$ cat config.mk
export PLATFORM = sky130hd
export DESIGN_NAME = dma_tx_engine_flat
export DESIGN_NICKNAME = d
export VERILOG_FILES = /design/src/rtl/dma_tx_engine_pkg.sv /design/src/rtl/dma_tx_engine_if.sv /design/src/rtl/dma_tx_fifo.sv /design/src/rtl/dma_tx_engine.sv /design/src/flat_wrapper.sv
export SDC_FILE = /design/constraint.sdc
export NUM_CORES = 1
export LEC_CHECK = 0
export ABC_AREA = 0
export ABC_CLOCK_PERIOD_IN_PS = 4400
export CORE_ASPECT_RATIO = 1.1
export CORE_MARGIN = 2
export CORE_UTILIZATION = 54
export DETAILED_ROUTE_END_ITERATION = 8
export GPL_TIMING_DRIVEN = 0
export PLACE_DENSITY_LB_ADDON = 0.05
export SYNTH_ARGS = -nofsm -noshare
export SYNTH_HDL_FRONTEND = slang
export SYNTH_HIERARCHICAL = 1
export SYNTH_SLANG_ARGS = --single-unit
$ cat constraint.sdc
create_clock -name clk -period 4.4 [get_ports clk]
set_clock_uncertainty 0.15 [all_clocks]
set_input_delay 0.88 -clock clk [delete_from_list [all_inputs] [get_ports clk]]
set_output_delay 0.88 -clock clk [all_outputs]
set_load 0.03 [all_outputs]
$ cat src/rtl/dma_tx_engine_pkg.sv
// Shared definitions for the DMA transmit engine: FSM encoding, register map
// offsets and the default configuration-space base nibble.
package dma_tx_engine_pkg;

    typedef enum logic [1:0] {
        ST_IDLE  = 2'd0,
        ST_FETCH = 2'd1,
        ST_DRAIN = 2'd2,
        ST_DONE  = 2'd3
    } state_e;

    localparam logic [1:0] REG_SRC  = 2'd0;
    localparam logic [1:0] REG_LEN  = 2'd1;
    localparam logic [1:0] REG_CTRL = 2'd2;

    localparam logic [3:0] CFG_BASE_DEFAULT = 4'h5;
    localparam int         LEN_W            = 16;

endpackage

$ cat src/rtl/dma_tx_engine_if.sv
// Bundles the config port, RAM read port, outbound stream and status of the engine.
// Handshakes: a RAM read completes in any cycle with m_re && m_gnt (m_rdata valid then);
// a stream word transfers in any cycle with tx_valid && tx_ready, and while tx_valid is
// high and tx_ready low the engine holds tx_valid, tx_data and tx_last unchanged.
interface dma_tx_engine_if;
    import dma_tx_engine_pkg::*;

    logic [31:0] cfg_addr;
    logic [31:0] cfg_wdata;
    logic        cfg_we;

    logic [31:0] m_addr;
    logic        m_re;
    logic        m_gnt;
    logic [31:0] m_rdata;

    logic        tx_valid;
    logic        tx_ready;
    logic [31:0] tx_data;
    logic        tx_last;

    logic        busy;
    logic        irq_done;

    state_e      dbg_state;
    logic [7:0]  dbg_level;

    modport master (
        input  cfg_addr, cfg_wdata, cfg_we, m_gnt, m_rdata, tx_ready,
        output m_addr, m_re, tx_valid, tx_data, tx_last, busy, irq_done,
        output dbg_state, dbg_level
    );

    modport slave (
        output cfg_addr, cfg_wdata, cfg_we, m_gnt, m_rdata, tx_ready,
        input  m_addr, m_re, tx_valid, tx_data, tx_last, busy, irq_done,
        input  dbg_state, dbg_level
    );

endinterface

$ cat src/rtl/dma_tx_fifo.sv
// Synchronous read-data FIFO; head is readable combinationally, no write-to-read bypass.
module dma_tx_fifo #(
    parameter int DEPTH = 4,
    parameter int W     = 33
) (
    input  logic                     clk,
    input  logic                     reset,
    input  logic                     push_i,
    input  logic [W-1:0]             wdata_i,
    input  logic                     pop_i,
    output logic [W-1:0]             rdata_o,
    output logic                     full_o,
    output logic                     empty_o,
    output logic [$clog2(DEPTH):0]   count_o
);
    localparam int AW = $clog2(DEPTH);

    logic [W-1:0]  mem_q [DEPTH];
    logic [AW-1:0] wr_ptr_q, rd_ptr_q;
    logic [AW:0]   count_q;
    logic          do_push, do_pop;

    assign full_o  = (count_q == (AW+1)'(DEPTH));
    assign empty_o = (count_q == '0);
    assign count_o = count_q;
    assign rdata_o = mem_q[rd_ptr_q];

    // A pop in the same cycle frees the slot being written, so push-when-full is safe then.
    assign do_push = push_i && (!full_o || pop_i);
    assign do_pop  = pop_i && !empty_o;

    always_ff @(posedge clk) begin
        if (reset) begin
            wr_ptr_q <= '0;
            rd_ptr_q <= '0;
            count_q  <= '0;
        end else begin
            if (do_push) wr_ptr_q <= wr_ptr_q + 1'b1;
            if (do_pop)  rd_ptr_q <= rd_ptr_q + 1'b1;
            count_q <= count_q + {{AW{1'b0}}, do_push} - {{AW{1'b0}}, do_pop};
        end
    end

    always_ff @(posedge clk) begin
        if (do_push) mem_q[wr_ptr_q] <= wdata_i;
    end

endmodule

$ cat src/rtl/dma_tx_engine.sv
// Memory-to-stream DMA: fetches LEN words from SRC through a small FIFO and
// emits them on a valid/ready stream, flagging the final word and pulsing irq_done.
module dma_tx_engine
    import dma_tx_engine_pkg::*;
#(
    parameter int         FIFO_DEPTH = 4,
    parameter logic [3:0] CFG_BASE   = CFG_BASE_DEFAULT
) (
    input  logic            clk,
    input  logic            reset,
    dma_tx_engine_if.master bus
);
    localparam int AW = $clog2(FIFO_DEPTH);

    state_e           state_q, state_d;
    logic [31:0]      src_q, src_d;
    logic [LEN_W-1:0] len_q, len_d;
    logic [31:0]      addr_q, addr_d;
    logic [LEN_W-1:0] rem_q, rem_d;

    logic        cfg_hit, rd_fire, tx_fire, m_re;
    logic        fifo_full, fifo_empty;
    logic [32:0] fifo_head;
    logic [AW:0] fifo_count;
    logic        unused_cfg_bits;

    assign unused_cfg_bits = ^{bus.cfg_addr[27:4], bus.cfg_addr[1:0]};

    always_ff @(posedge clk) begin
        if (reset) begin
            state_q <= ST_IDLE;
            src_q   <= '0;
            len_q   <= '0;
            addr_q  <= '0;
            rem_q   <= '0;
        end else begin
            state_q <= state_d;
            src_q   <= src_d;
            len_q   <= len_d;
            addr_q  <= addr_d;
            rem_q   <= rem_d;
        end
    end

    always_comb begin
        state_d = state_q;
        src_d   = src_q;
        len_d   = len_q;
        addr_d  = addr_q;
        rem_d   = rem_q;
        cfg_hit = bus.cfg_we && (bus.cfg_addr[31:28] == CFG_BASE);
        m_re    = (state_q == ST_FETCH) && !fifo_full && (rem_q != '0);
        rd_fire = m_re && bus.m_gnt;
        tx_fire = !fifo_empty && bus.tx_ready;

        unique case (state_q)
            // Config registers are only writable while idle.
            ST_IDLE: begin
                if (cfg_hit) begin
                    case (bus.cfg_addr[3:2])
                        REG_SRC: src_d = {bus.cfg_wdata[31:2], 2'b00};
                        REG_LEN: len_d = bus.cfg_wdata[LEN_W-1:0];
                        REG_CTRL: begin
                            if (bus.cfg_wdata[0]) begin
                                addr_d  = src_q;
                                rem_d   = len_q;
                                state_d = (len_q == '0) ? ST_DONE : ST_FETCH;
                            end
                        end
                        default: ;
                    endcase
                end
            end
            ST_FETCH: begin
                if (rd_fire) begin
                    addr_d = addr_q + 32'd4;
                    rem_d  = rem_q - 1'b1;
                    if (rem_q == 1) state_d = ST_DRAIN;
                end
            end
            ST_DRAIN: begin
                if (tx_fire && fifo_head[32]) state_d = ST_DONE;
            end
            ST_DONE: state_d = ST_IDLE;
            default: state_d = ST_IDLE;
        endcase
    end

    // The last-word flag travels with the data so tx_last needs no output-side counter.
    dma_tx_fifo #(.DEPTH(FIFO_DEPTH), .W(33)) u_fifo (
        .clk     (clk),
        .reset   (reset),
        .push_i  (rd_fire),
        .wdata_i ({rem_q == 1, bus.m_rdata}),
        .pop_i   (tx_fire),
        .rdata_o (fifo_head),
        .full_o  (fifo_full),
        .empty_o (fifo_empty),
        .count_o (fifo_count)
    );

    assign bus.m_re      = m_re;
    assign bus.m_addr    = addr_q;
    assign bus.tx_valid  = !fifo_empty;
    assign bus.tx_data   = fifo_empty ? 32'h0 : fifo_head[31:0];
    assign bus.tx_last   = !fifo_empty && fifo_head[32];
    assign bus.busy      = (state_q != ST_IDLE);
    assign bus.irq_done  = (state_q == ST_DONE);
    assign bus.dbg_state = state_q;
    assign bus.dbg_level = 8'(fifo_count);

endmodule
$ cat src/flat_wrapper.sv
// flat-port wrapper written by rule: the top's interface ports become plain ports
module dma_tx_engine_flat import dma_tx_engine_pkg::*;
#(
    parameter int         FIFO_DEPTH = 4,
    parameter logic [3:0] CFG_BASE   = CFG_BASE_DEFAULT
)
  (clk, reset, bus_cfg_addr, bus_cfg_wdata, bus_cfg_we, bus_m_gnt, bus_m_rdata, bus_tx_ready, bus_m_addr, bus_m_re, bus_tx_valid, bus_tx_data, bus_tx_last, bus_busy, bus_irq_done, bus_dbg_state, bus_dbg_level);
  dma_tx_engine_if bus_i ();
  input  logic clk;
  input  logic reset;
  input wire logic [$bits(bus_i.cfg_addr)-1:0] bus_cfg_addr;
  input wire logic [$bits(bus_i.cfg_wdata)-1:0] bus_cfg_wdata;
  input wire logic [$bits(bus_i.cfg_we)-1:0] bus_cfg_we;
  input wire logic [$bits(bus_i.m_gnt)-1:0] bus_m_gnt;
  input wire logic [$bits(bus_i.m_rdata)-1:0] bus_m_rdata;
  input wire logic [$bits(bus_i.tx_ready)-1:0] bus_tx_ready;
  output wire logic [$bits(bus_i.m_addr)-1:0] bus_m_addr;
  output wire logic [$bits(bus_i.m_re)-1:0] bus_m_re;
  output wire logic [$bits(bus_i.tx_valid)-1:0] bus_tx_valid;
  output wire logic [$bits(bus_i.tx_data)-1:0] bus_tx_data;
  output wire logic [$bits(bus_i.tx_last)-1:0] bus_tx_last;
  output wire logic [$bits(bus_i.busy)-1:0] bus_busy;
  output wire logic [$bits(bus_i.irq_done)-1:0] bus_irq_done;
  output wire logic [$bits(bus_i.dbg_state)-1:0] bus_dbg_state;
  output wire logic [$bits(bus_i.dbg_level)-1:0] bus_dbg_level;
  assign bus_i.cfg_addr = bus_cfg_addr;
  assign bus_i.cfg_wdata = bus_cfg_wdata;
  assign bus_i.cfg_we = bus_cfg_we;
  assign bus_i.m_gnt = bus_m_gnt;
  assign bus_i.m_rdata = bus_m_rdata;
  assign bus_i.tx_ready = bus_tx_ready;
  assign bus_m_addr = bus_i.m_addr;
  assign bus_m_re = bus_i.m_re;
  assign bus_tx_valid = bus_i.tx_valid;
  assign bus_tx_data = bus_i.tx_data;
  assign bus_tx_last = bus_i.tx_last;
  assign bus_busy = bus_i.busy;
  assign bus_irq_done = bus_i.irq_done;
  assign bus_dbg_state = bus_i.dbg_state;
  assign bus_dbg_level = bus_i.dbg_level;
  dma_tx_engine #(.FIFO_DEPTH(FIFO_DEPTH), .CFG_BASE(CFG_BASE)) u_core (.clk(clk), .reset(reset), .bus(bus_i));
endmodule
======== After elaboration in Yosys (flattened, before gate mapping) ========
Memory sizes are Yosys's and may differ from the RTL's. A register that Yosys moved wholly into a read port is not among the register bits.
Index checks and enable logic that the tools add are counted.
word-level totals
  bits in writable memories ............... 132
  output and inout port bits .............. 79
  logic and storage cells ................. 75
  input port bits ......................... 101
  memories kept ........................... 1
  bits in registers ....................... 103
cells by class
  mux-type cells .......................... 23
  equality and inequality tests ........... 14
  add/subtract/negate cells ............... 6
  reduce and logical (&&, ||, !) cells .... 23
memory list
  name                 depth  bits a word  rd ports  clocked after Yosys merged registers in  write ports  line               source
  u_core.u_fifo.mem_q  4      33           1         1                                        1            dma_tx_fifo.sv:18  logic [W-1:0] mem_q [DEPTH];
operators with widths
  kind                   number
  $mux 32                5
  $mux 16                4
  $pmux 32 s2            1
  $add 32x3->32 const B  1
  $pmux 16 s2            1
  $mux 2                 9
  $eq 16x1->1 const B    1
  $logic_not 16->1       1
  $reduce_bool 16->1     1
  $sub 16x1->16 const B  1
  $logic_and 1x1->1      9
  $ne 2x2->1 const B     4
  $pmux 2 s4             1
  $eq 2x2->1 const B     3
  $reduce_and 3->1       2
  $reduce_and 6->1       1
  $reduce_and 5->1       1
  $add 2x1->2 const B    2
  $eq 2x1->1 const B     2
  $eq 4x3->1 const B     1
  $logic_not 2->1        2
  $ne 2x1->1 const B     2
  $reduce_bool 2->1      2
  $add 3x1->3            1
  other kinds (6)        8

======== Depth between registers and ports, before layout ========
  depth after elaboration ................. 8
  depth in mapped cells ................... 17
  mapped depth without buffers ............ 16

======== Cells and area by module ========
The synthesis kept the hierarchy.
modules (own cells, without submodules)
  module         instances  cells an instance  area an instance (sq um)  seq. area each (sq um)
  dma_tx_engine  1          668                5440.2                    1881.8
  dma_tx_fifo    1          224                5288.8                    4144.0

======== Worst setup path after synthesis ========
Ideal clock, no wire load.
  path type ............................... flip-flop to flip-flop
  start ................................... register u_core.rem_q[4]
  end ..................................... register u_core.u_fifo.count_q[2] (netlist: u_core/u_fifo/count_o[2])
  arrival ................................. 3346 ps
  setup time .............................. 78 ps
  data required time ...................... 4172 ps
  cell stages (with the launch flop) ...... 16
  clock period less this slack ............ 3574 ps
  path buffers ............................ 1
  slack ................................... 826 ps
  path through ............................ dfxtp_1 -> or4_4 -> or4_1 -> buf_2 -> nand2_1 -> inv_1 -> a21boi_2 -> inv_1 -> ha_1 -> inv_1 -> ha_1 -> inv_1 -> fa_1 -> xor2_1 -> and2_1 -> nor3_1
between the ends
  cells in the longest elaborated chain, start to end .. 6
RTL lines
  element                 line                 source
  from (decl)             dma_tx_engine.sv:19  logic [LEN_W-1:0] rem_q, rem_d;
  from (signal assigned)  dma_tx_engine.sv:41  rem_q <= rem_d;
  $reduce_bool 16->1      dma_tx_engine.sv:52  m_re = (state_q == ST_FETCH) && !fifo_full && (rem_q != '0);
  $logic_and 1x1->1       dma_tx_engine.sv:52
  $logic_and 1x1->1       dma_tx_engine.sv:53  rd_fire = m_re && bus.m_gnt;
  via u_core.rd_fire      dma_tx_engine.sv:21  logic cfg_hit, rd_fire, tx_fire, m_re;
  $logic_and 1x1->1       dma_tx_fifo.sv:29    assign do_push = push_i && (!full_o || pop_i);
  $add 3x1->3             dma_tx_fifo.sv:40    count_q <= count_q + {{AW{1'b0}}, do_push} - {{AW{1'b0}}, do_pop};
  $sub 3x1->3             dma_tx_fifo.sv:40
  to (signal assigned)    dma_tx_fifo.sv:40
  to (decl)               dma_tx_fifo.sv:20    logic [AW:0] count_q;
The timed path passes the listed nets, and every way through them passes these cells.
A chain may end at the register's enable or synchronous reset.

======== Worst setup path in the final report ========
  start ................................... register u_core.rem_q[0]
  end ..................................... register u_core.u_fifo.count_q[2] (netlist: u_core/u_fifo/count_o[2])
Same word-level chain as after synthesis.

==> results.ini <==
[power_and_ir_drop]
vdd_ir_drop_max_mv = 0.3602
power_density_nw_per_um2 = 476.4
leakagePower_nw = 4.364

[floorplanning]
die_h_um = 151.8
fp-row-count = 54
die-area_um2 = 21010
io_pins = 180
core_um2 = 19660
start_util = 0.5457
die_w_um = 138.4

[synthesis]
synth_edf_count = 132
synth_cell_types = 74
ys_seq_area_frac = 0.5616
synth-seq-cells = 235
syn_area_per_cell_um2 = 12.03
synthArstFlopShare = 0
synthesis.area_um2 = 10730
syn_inst = 892
synth_flop_cell = edfxtp_1
yosysWarnings = 6

[placement]
hpwl_mm = 19.24
globalplace.congestion = 0.9554
dp.cells = 1298
port_buffers = 146

[critical_path]
crit_required_ns = 4.68
crit_fanout = 9
startpoint_type = register
end_kind = register
crit_arrival_ns = 4.41
crit_type = reg2reg

[global_route]
grt_pass1_vias = 7803
grt_overflow = 0
grt_pass1_wl_mm = 43.10
antenna_found_initial = 0
grt.total_usage = 0.2582
grt_max_degree = 34

[sta]
fin_hold_ws_ns = 0.3334
rsz0062_at_grt = false
worst_pin_slew_ns = 1.083
period_needed_ns = 4.132
setup_viol = 0
fmax_mhz = 242.0
slew_headroom = 0.2705
finalMaxSlewViolations = 0
period_share = 0.9392
final_hold_viol_count = 0

[clock_network]
clk_path_buf_depth = 3
cts_tree = built
htreeDepth = 1
postCtsSetupBuffers = 0
cts_sinks = 235
cts_inserted_buffers = 24
clk_pin_slew_ns = 0.06
insertion_delay_ns = 0.51
root_buffer = clkbuf_16
ctsHoldBuffers = 0

[detailed_routing]
drt_iter0_drc = 669
vias = 7921
firstDrtPassIters = 7
routed_wl_mm = 27.53
post-route-drc-count = 0
final_antenna_net_count = 0
wl_per_cell_um = 20.52
viasPerCell = 5.902

[layout]
stdcell_count = 1342
n_antenna_cell = 0
drive_gt1_frac = 0.1156
fin_nets = 1188
multiInputGateArea_um2 = 4255
synthToLayoutAreaGrowth_pct = 24.48
area.sequential_um2 = 6026
finish.utilization = 0.6793
fillers = 1503

[status]
outcome = finished clean

[min_path]
hp-class = reg2reg

[flow_run]
cap_violations = 0

sequential cells by signal, summed over array words and instances, names as in the netlist, named ones only:
register	count
u_core/bus.dbg_state	2
u_core/bus.m_addr	30
u_core/len_q	16
u_core/rem_q	16
u_core/src_q	30
u_core/u_fifo/count_o	3
u_core/u_fifo/mem_q	132
u_core/u_fifo/rd_ptr_q	2
u_core/u_fifo/wr_ptr_q	2
Yosys cell counts, types with 4 or more instances:
library cell  instances  area, um^2
buf_4                 7       52.55
and3_1                6       37.54
buf_6                 5       56.30
o31a_1               12       105.1
mux4_2               32       720.7
inv_1                30       112.6
or3_1                 9       56.30
nor2_1               73       274.0
edfxtp_1            132        3964
and2_1                9       56.30
ha_1                 14       175.2
nor3_1               25       125.1
or3b_2                4       35.03
clkbuf_1             36       135.1
a31oi_1               9       56.30
o32ai_2               5       81.33
a21oi_1              48       240.2
nor4_1               13       81.33
o32ai_1               5       43.79
o31ai_1               4       30.03
buf_1                 4       15.01
nand3_1              14       70.07
o21ai_0              14       70.07
mux2i_1              49       490.5
or4_1                 7       52.55
nand2_1              37       138.9
nand4_1              11       68.82
buf_2                 9       45.04
nor2b_1              52       325.3
o21ai_1              32       160.2
nand2b_1              9       56.30
and4_1                6       52.55
mux2_2                4       45.04
dfxtp_1             103        2062
cells by family after synthesis:
| logic type | count (synthesis) | share of synthesized area |
|---|---|---|
| flops | 235 | 0.5616 |
| mux | 87 | 0.1209 |
| buf+inv | 95 | 0.04478 |
| compound gates | 167 | 0.1059 |
| simple gates | 290 | 0.1466 |
| other cells | 1 | 0.0003495 |
| xor+xnor | 2 | 0.001633 |
| fa+ha+maj | 15 | 0.01819 |
layer usage:
metal  GRT usage  vias up  share of wire
met1      0.3280     3781           0.40
met2      0.4404      353           0.49
met4      0.1103        0          0.042
met5           0        -              0
met3     0.04255       83          0.062
li1            -     3704              -
final timing paths:
kind / from / endpoint / slack (ns) / cells past startpoint
setup / recovery: u_core/rem_q[0] / u_core/u_fifo/count_o[2] / 0.27 / 17
hold / removal: u_core/src_q[14] / u_core/src_q[14] / 0.33 / 2
setup reg to reg: u_core/rem_q[0] / u_core/u_fifo/count_o[2] / 0.27 / 17
hold reg to reg: u_core/src_q[14] / u_core/src_q[14] / 0.33 / 2
cell type report:
| cell class | instances | area share |
|---|---|---|
| timing repair buffer | 148 | 0.1124 |
| inverter | 31 | 0.008713 |
| sequential | 235 | 0.4512 |
| clock inverter | 8 | 0.005059 |
| buffer | 64 | 0.02726 |
| tap | 252 | 0.02361 |
| clock buffer | 36 | 0.05312 |
| multi-input combinational | 568 | 0.3186 |
critical path: stages, from the launching register on:
cell      delay, ns
dfxtp_1        0.35
inv_1          0.14
ha_1           0.21
or3b_2         0.44
or4_1          0.39
buf_2          0.20
nand2_1        0.29
inv_1          0.27
a21boi_2       0.28
inv_1          0.08
ha_1           0.22
inv_1          0.05
ha_1           0.13
inv_1          0.05
fa_1           0.36
xor2_1         0.16
and2_1         0.17
nor3_1         0.11
stage by stage:
step / setup slack (ns) / power [mW] / instance area [um^2] / setup TNS, ns
after floorplan: 0.8261 / 3.690 / 10750 / 0
after detailed placement: -0.1231 / 4.384 / 12570 / -0.1231
after CTS: 0.2815 / 6.359 / 13360 / 0
after global routing: 0.06418 / 6.600 / 13360 / 0
after global placement: -0.4864 / 4.370 / 12530 / -60.90
final: 0.2677 / 6.362 / 13360 / 0
power by group:
part	internal [mW]	switching (mW)	total (mW)	leakage, nW
combinational	0.653	1.26	1.91	1.96
clock	1.17	0.809	1.98	0.380
sequential	2.40	0.0705	2.47	2.02
placed cells by master (no fill, tap or decap), types with 25 or more instances in the layout:
cell type,netlist,final
clkbuf_16,0,25
o21ai_1,32,32
edfxtp_1,132,132
mux4_2,32,32
nand2_1,37,37
clkbuf_1,36,41
nor2_1,73,73
mux2i_1,49,49
nor2b_1,52,52
clkdlybuf4s50_1,0,146
inv_1,30,30
dfxtp_1,103,103
a21oi_1,48,48
what timing repair did:
item                                    4_1_cts  5_1_grt
endpoints found under the setup margin        2        0
hold endpoints to repair                      0        0
gates resized for setup                       1        0
Note: power is estimated with default switching activity, not from simulation.
